[src/rtl/serial_subtractor_pkg.sv]
// Shared types and constants for the bit-serial subtractor.
// Optional signed-overflow flag is enabled with SERSUB_OVF_EN.
package serial_subtractor_pkg;

    typedef enum logic [1:0] {
        IDLE = 2'd0,
        RUN  = 2'd1,
        DONE = 2'd2
    } state_t;

    localparam int DEF_PROC_SIZE = 16;

    // One extra bit so the count can reach the width without wrapping.
    function automatic int cnt_width(input int n);
        return $clog2(n) + 1;
    endfunction

endpackage

[src/rtl/serial_subtractor_full_subtractor.sv]
// One-bit full-subtractor cell, reused every cycle by the serial core.
// Computes a - b - bin with borrow out.
module full_subtractor (
    input  logic a,
    input  logic b,
    input  logic bin,
    output logic d,
    output logic bout
);

    assign d    = a ^ b ^ bin;
    assign bout = (~a & b) | (~(a ^ b) & bin);

endmodule

[src/rtl/serial_subtractor.sv]
// Bit-serial a - b, LSB first, borrow kept in a flop between cycles.
// Define SERSUB_OVF_EN to add the ovf port and sign-bit capture.
module serial_subtractor
    import serial_subtractor_pkg::*;
#(
    parameter int PROC_SIZE = DEF_PROC_SIZE
) (
    input  logic                 clk,
    input  logic                 rst,
    input  logic                 in_valid,
    output logic                 in_ready,
    input  logic [PROC_SIZE-1:0] a,
    input  logic [PROC_SIZE-1:0] b,
    output logic                 out_valid,
    input  logic                 out_ready,
    output logic [PROC_SIZE-1:0] diff,
    output logic                 bout
`ifdef SERSUB_OVF_EN
    ,
    output logic                 ovf
`endif
);

    localparam int CW = cnt_width(PROC_SIZE);
    localparam logic [CW-1:0] LAST_BIT = CW'(PROC_SIZE - 1);

    state_t state;
    state_t state_n;

    logic start;
    logic step;
    logic last;

    logic [PROC_SIZE-1:0] a_sh;
    logic [PROC_SIZE-1:0] b_sh;
    logic [PROC_SIZE-1:0] d_sh;
    logic [PROC_SIZE-1:0] d_final;
    logic [CW-1:0]        cnt;
    logic                 br;
    logic                 d_bit;
    logic                 br_n;

    always_ff @(posedge clk) begin
        if (rst) state <= IDLE;
        else     state <= state_n;
    end

    always_comb begin
        state_n = state;
        start   = 1'b0;
        step    = 1'b0;
        last    = 1'b0;
        unique case (state)
            IDLE: begin
                if (in_valid) begin
                    start   = 1'b1;
                    state_n = RUN;
                end
            end
            RUN: begin
                step = 1'b1;
                if (cnt == LAST_BIT) begin
                    last    = 1'b1;
                    state_n = DONE;
                end
            end
            DONE: begin
                if (out_ready) state_n = IDLE;
            end
            default: state_n = IDLE;
        endcase
    end

    assign in_ready  = (state == IDLE);
    assign out_valid = (state == DONE);

    full_subtractor u_fs (
        .a    (a_sh[0]),
        .b    (b_sh[0]),
        .bin  (br),
        .d    (d_bit),
        .bout (br_n)
    );

    // The last bit lands in the MSB; publish it without waiting a cycle.
    assign d_final = {d_bit, d_sh[PROC_SIZE-1:1]};

    always_ff @(posedge clk) begin
        if (rst) begin
            a_sh <= '0;
            b_sh <= '0;
            d_sh <= '0;
            br   <= 1'b0;
            cnt  <= '0;
            diff <= '0;
            bout <= 1'b0;
        end else begin
            if (start) begin
                a_sh <= a;
                b_sh <= b;
                br   <= 1'b0;
                cnt  <= '0;
            end
            if (step) begin
                a_sh <= a_sh >> 1;
                b_sh <= b_sh >> 1;
                d_sh <= d_final;
                br   <= br_n;
                cnt  <= cnt + CW'(1);
            end
            if (last) begin
                diff <= d_final;
                bout <= br_n;
            end
        end
    end

`ifdef SERSUB_OVF_EN
    logic a_msb;
    logic b_msb;

    always_ff @(posedge clk) begin
        if (rst) begin
            a_msb <= 1'b0;
            b_msb <= 1'b0;
            ovf   <= 1'b0;
        end else begin
            if (start) begin
                a_msb <= a[PROC_SIZE-1];
                b_msb <= b[PROC_SIZE-1];
            end
            if (last) ovf <= (a_msb ^ b_msb) & (d_bit ^ a_msb);
        end
    end
`endif

endmodule

[config.mk]
export PLATFORM = sky130hd
export DESIGN_NAME = serial_subtractor
export DESIGN_NICKNAME = d
export VERILOG_FILES = /design/src/rtl/serial_subtractor_pkg.sv /design/src/rtl/serial_subtractor_full_subtractor.sv /design/src/rtl/serial_subtractor.sv
export SDC_FILE = /design/constraint.sdc
export NUM_CORES = 1
export LEC_CHECK = 0
export CORE_MARGIN = 3
export CORE_UTILIZATION = 38
export DETAILED_ROUTE_END_ITERATION = 10
export MAX_ROUTING_LAYER = met4
export PLACE_DENSITY = 0.71
export SLEW_MARGIN = 30
export SYNTH_ARGS = -nofsm -noshare
export SYNTH_HDL_FRONTEND = slang
export SYNTH_HIERARCHICAL = 1
export SYNTH_SLANG_ARGS = --single-unit
export TNS_END_PERCENT = 5
[constraint.sdc]
create_clock -name clk -period 2.23 [get_ports clk]
set_clock_uncertainty 0.2 [all_clocks]
set_input_delay 0.223 -clock clk [delete_from_list [all_inputs] [get_ports clk]]
set_output_delay 0.223 -clock clk [all_outputs]
set_load 0.1 [all_outputs]
Yosys cells after proc, flatten, opt, wreduce, memory -nomap -nowiden
Index checks and enable logic that the tools add are counted.
Word-level totals
  register bits after elaboration: 73
  latch bits: 0
  bits in writable memories: 0
  ROM bits: 0
  output and inout port bits: 19
  memories: 0
Cells by class
  add/sub/neg operators: 1
  multipliers: 0
  div/mod/pow operators: 0
  $lt $le $gt $ge: 0
  eq/ne operators: 6
  shifts and indexed selects: 0
  multiplexer cells: 17
  bitwise logic cells: 7
  reductions and logical operators: 4
Operators by type and width (count)
  $mux 15: 4
  $mux 5: 2
  $mux 1: 7
  $mux 2: 3
  $pmux 2 s3: 1
  $add 5x1->5 const B: 1
  $eq 5x4->1 const B: 1
  $ne 2x2->1 const B: 2
  $reduce_and 3->1: 1
  $and 1x1->1: 2
  $eq 2x1->1 const B: 1
  $eq 2x2->1 const B: 1
  $logic_not 2->1: 1
  $ne 2x1->1 const B: 1
  $not 1->1: 2
  $reduce_bool 2->1: 1
  $reduce_or 2->1: 1
  $xor 1x1->1: 2
  $or 1x1->1: 1

Logic depth before layout (Yosys ltp)
Gate-level depths: netlist of the first run.
  word-level depth: 5
  gate-level depth with buffers: 8
  gate-level depth less buffers: 6

Modules after synthesis
Netlist of the first run, hierarchy kept.
By module, submodules not included
  serial_subtractor: instances 1, cells an instance 357, area an instance 3194.3 um^2, seq. area each 1441.4 um^2
  full_subtractor: instances 1, cells an instance 4, area an instance 31.3 um^2, seq. area each 0.0 um^2

Worst setup path before layout of the first run
OpenSTA, ideal clock, no wires.
  kind: flip-flop to output port
  start: register state[0]
  end: output in_ready
  arrival: 1.683 ns
  required time: 1.807 ns
  setup slack: 0.124 ns
  cell stages (with the launch flop): 3
  path buffers: 1
  path through: dfxtp_1 buf_6 nor2_1
On the way
  longest elaborated chain between the ends: 1
RTL lines
  start: declaration: RTL line serial_subtractor.sv:27  | state_t state;
  start signal: assignment: RTL line serial_subtractor.sv:45  | else state <= state_n;
  $logic_not 2->1: RTL line serial_subtractor.sv:74  | assign in_ready = (state == IDLE);
  end: declaration: RTL line serial_subtractor.sv:11  | output logic in_ready,
Every way passes these cells.

Worst setup path after layout of the first run
  start: register state[0]
  end: output out_valid
On the way
  longest elaborated chain between the ends: 1
RTL lines
  $eq 2x2->1: RTL line serial_subtractor.sv:75  | assign out_valid = (state == DONE);
  end: declaration: RTL line serial_subtractor.sv:14  | output logic out_valid,
Every way passes these cells.

==> results of run 1 <==
## registers in the layout, summed over array words and instances (netlist names)
name / cells
a_sh: 16
b_sh: 16
bout: 1
br: 1
cnt: 5
d_sh: 15
diff: 16
state: 2
## cell type report
type                       instances  area share, %
clock buffer                      11          3.564
clock inverter                     5          2.018
inverter                           5         0.4730
multi-input combinational        253          38.82
sequential                        72          36.33
tap                              102          3.217
timing repair buffer              63          15.58
## per-stage QoR
step	hold slack (ps)	std cells
after floorplan	171.3	361
after global placement	244.4	495
after detailed placement	250.2	495
after CTS	180.3	511
after global routing	193.1	511
final	194.0	511
## power groups by stage
stage                     combinational, mW  sequential (mW)  clock [mW]
after global routing                  0.413             1.39        1.22
after global placement                0.370             1.41           0
after floorplan                       0.282             1.40           0
final                                 0.372             1.38        1.14
after CTS                             0.377             1.38        1.17
after detailed placement              0.375             1.41           0
## logic make-up after synthesis
logic type,Yosys count,share of synthesized area [%]
AO/OA/AOI/OAI,103,27.27
adder cells (fa/ha/maj),3,1.396
buffers and inverters,36,7.564
flip-flops,72,44.69
multiplexers,1,0.3103
AND/OR/NAND/NOR,146,18.77
## worst paths after layout
path	depth (start not counted)	slack [ps]	end	startpoint
worst max register to register	6	390	diff[15]$_SDFFE_PP0P_	cnt[0]$_SDFFE_PP0P_
worst min register to register	2	260	diff[0]$_SDFFE_PP0P_	diff[0]$_SDFFE_PP0P_
worst max-delay path	3	300	out_valid	state[0]$_SDFFE_PP0P_
worst min-delay path	3	190	a_sh[15]$_SDFFE_PP0P_	rst
## routing by layer
| layer | track usage [%] | vias to the layer above | routed length (um) |
|---|---|---|---|
| met3 | 5.000 | 7 | 375 |
| met5 | - | - | 0 |
| li1 | - | 1298 | - |
| met2 | 23.25 | 58 | 2965 |
| met1 | 17.87 | 1151 | 3036 |
| met4 | 3.782 | 0 | 73 |
## synthesized netlist by cell type
cell type,n
nor2_1,37
a2bb2oi_1,1
nand2b_1,1
and3b_2,1
nand3b_2,1
and3_1,1
and2b_2,1
buf_2,6
buf_8,1
nor3_1,2
nand2b_4,1
o21bai_4,1
buf_6,8
dfxtp_1,72
nand2_2,1
buf_1,1
a21oi_2,24
or3_1,1
o211a_1,1
fa_1,1
a22oi_1,4
nor3b_1,1
inv_1,5
nand2_1,95
clkbuf_1,7
nand3_1,2
ha_1,2
buf_4,8
a211oi_2,30
a311oi_2,1
a21oi_1,39
nor2b_4,1
o21ba_1,1
a31oi_1,1
mux2i_1,1
## worst max-delay path: stages (launching register included)
cell and delay, ps:
dfxtp_1 540, buf_4 210, and2b_2 240, buf_12 170
==> flow_metrics.py, run 1 <==
metrics = {
    "run_status": {
        "status": "finished clean",
    },
    "job": {
        "maxCapViolations": 0,
    },
    "routing": {
        "dr_total_vias": 2514,
        "drt_iter0_markers": 98,
        "avgRoutedWirePerCell_um": 12.62,
        "dr.pass1.iters": 4,
        "wl_mm": 6.450,
        "ant_nets": 0,
        "vias_per_cell": 4.920,
        "drc": 0,
    },
    "critical_path": {
        "timing_worst_setup_path_type": "reg -> out",
        "cp.arrival_ps": 1500,
        "startpoint_type": "register",
        "cp_max_fo": 7,
        "end_kind": "output port",
        "required_ps": 1810,
    },
    "timing": {
        "setup_viol": 0,
        "slew_violations": 0,
        "grt_setup_unrepaired": "no",
        "slew_headroom_pct": 73.76,
        "tightest_slew_ps": 391.4,
        "period_minus_slack_ps": 1927,
        "fin_ws_ps": 303.5,
        "setup_tns_ps": 0,
        "hold_viol_final": 0,
        "fmax_mhz": 519.1,
        "finalCritPeriodShare_pct": 86.39,
    },
    "power": {
        "switching_power_uw": 718.2,
        "seq_power_share_pct": 47.8,
        "p_leak_nw": 1.463,
        "swShare_pct": 24.85,
        "power.internal_mw": 2.172,
        "pwr-share-clk_pct": 39.3,
        "max-vdd-ir-drop_v": 0.0003192,
        "power.density_nw_per_um2": 728.5,
        "p_total_mw": 2.890,
        "power_frac_comb_pct": 12.9,
    },
    "synthesis": {
        "synth_top_area_share_pct": 44.69,
        "synth_nets": 400,
        "synth_area_leaders": "dfxtp_1 45%, a211oi_2 12%, nand2_1 11%",
        "ys_ff_latch": 72,
        "yosysTopAreaCell": "dfxtp_1",
        "avgSynthCellArea_sq_um": 8.935,
        "ys_seq_area_share_pct": 44.69,
        "syn_area_sq_um": 3226,
        "syn_inst": 361,
        "synth.distinct_cells": 35,
        "yosysWarnings": 6,
    },
    "placed_design": {
        "dp_hpwl_mm": 4.161,
        "io_buffers": 54,
        "gp_congestion": 0.7450,
        "place_ws_ps": 372.8,
        "placed_area_sq_um": 3746,
    },
    "cells_and_area": {
        "finalCoreUtilization_pct": 49.80,
        "seqCellArea_sq_um": 1441,
        "area_delta_synth_final_pct": 23.00,
        "fillCellCount": 770,
        "num_antenna_cells": 0,
        "nets": 443,
        "layout-drive-gt1-share_pct": 25.92,
        "final_area_sq_um": 3968,
        "multi_input_area_sq_um": 1540,
        "mostFrequentLayoutCell": "nand2_1",
        "final_cell_mix": "95 x nand2_1, 72 x dfxtp_1, 39 x a21oi_1",
    },
    "floorplan": {
        "core_sq_um": 7968,
        "ios": 55,
        "dieArea_sq_um": 9630,
        "initial_core_util_pct": 40.48,
        "fp-row-count": 32,
        "die-width_um": 98.13,
        "fp.dieH_um": 98.13,
    },
    "clock_tree": {
        "cts_setup_buffers": 0,
        "cts_tree": "yes",
        "clk-insertion-delay-late_ps": 340,
        "numCtsBuffers": 9,
        "clkSinkCount": 72,
        "cts_root_buf": "clkbuf_8",
        "ctsHoldBuffers": 0,
        "clk_pin_slew_ps": 70,
        "clk_path_buf_depth": 2,
        "h-tree-depth": 3,
        "cts_resized": 0,
    },
    "global_route": {
        "grt.overflow.total": 0,
        "grt.total_usage_pct": 14.63,
        "first_global_vias": 2459,
        "grt_max_degree": 73,
        "antenna_found_initial": 0,
        "grt_pass1_wl_mm": 11.25,
    },
    "min_path": {
        "hp-class": "in -> reg",
    },
}
No activity file was read; power rests on OpenSTA's default activity.
==> inputs of run 2 (changes only) <==
- SETUP_SLACK_MARGIN: unset -> 0.05
==> results of run 2 <==
Final layout, timing and power as in run 1 (identical DEF).
==> inputs of run 3 (changes only) <==
- TNS_END_PERCENT: 5 -> unset
==> results of run 3 <==
Final layout, timing and power as in run 1 (identical DEF).
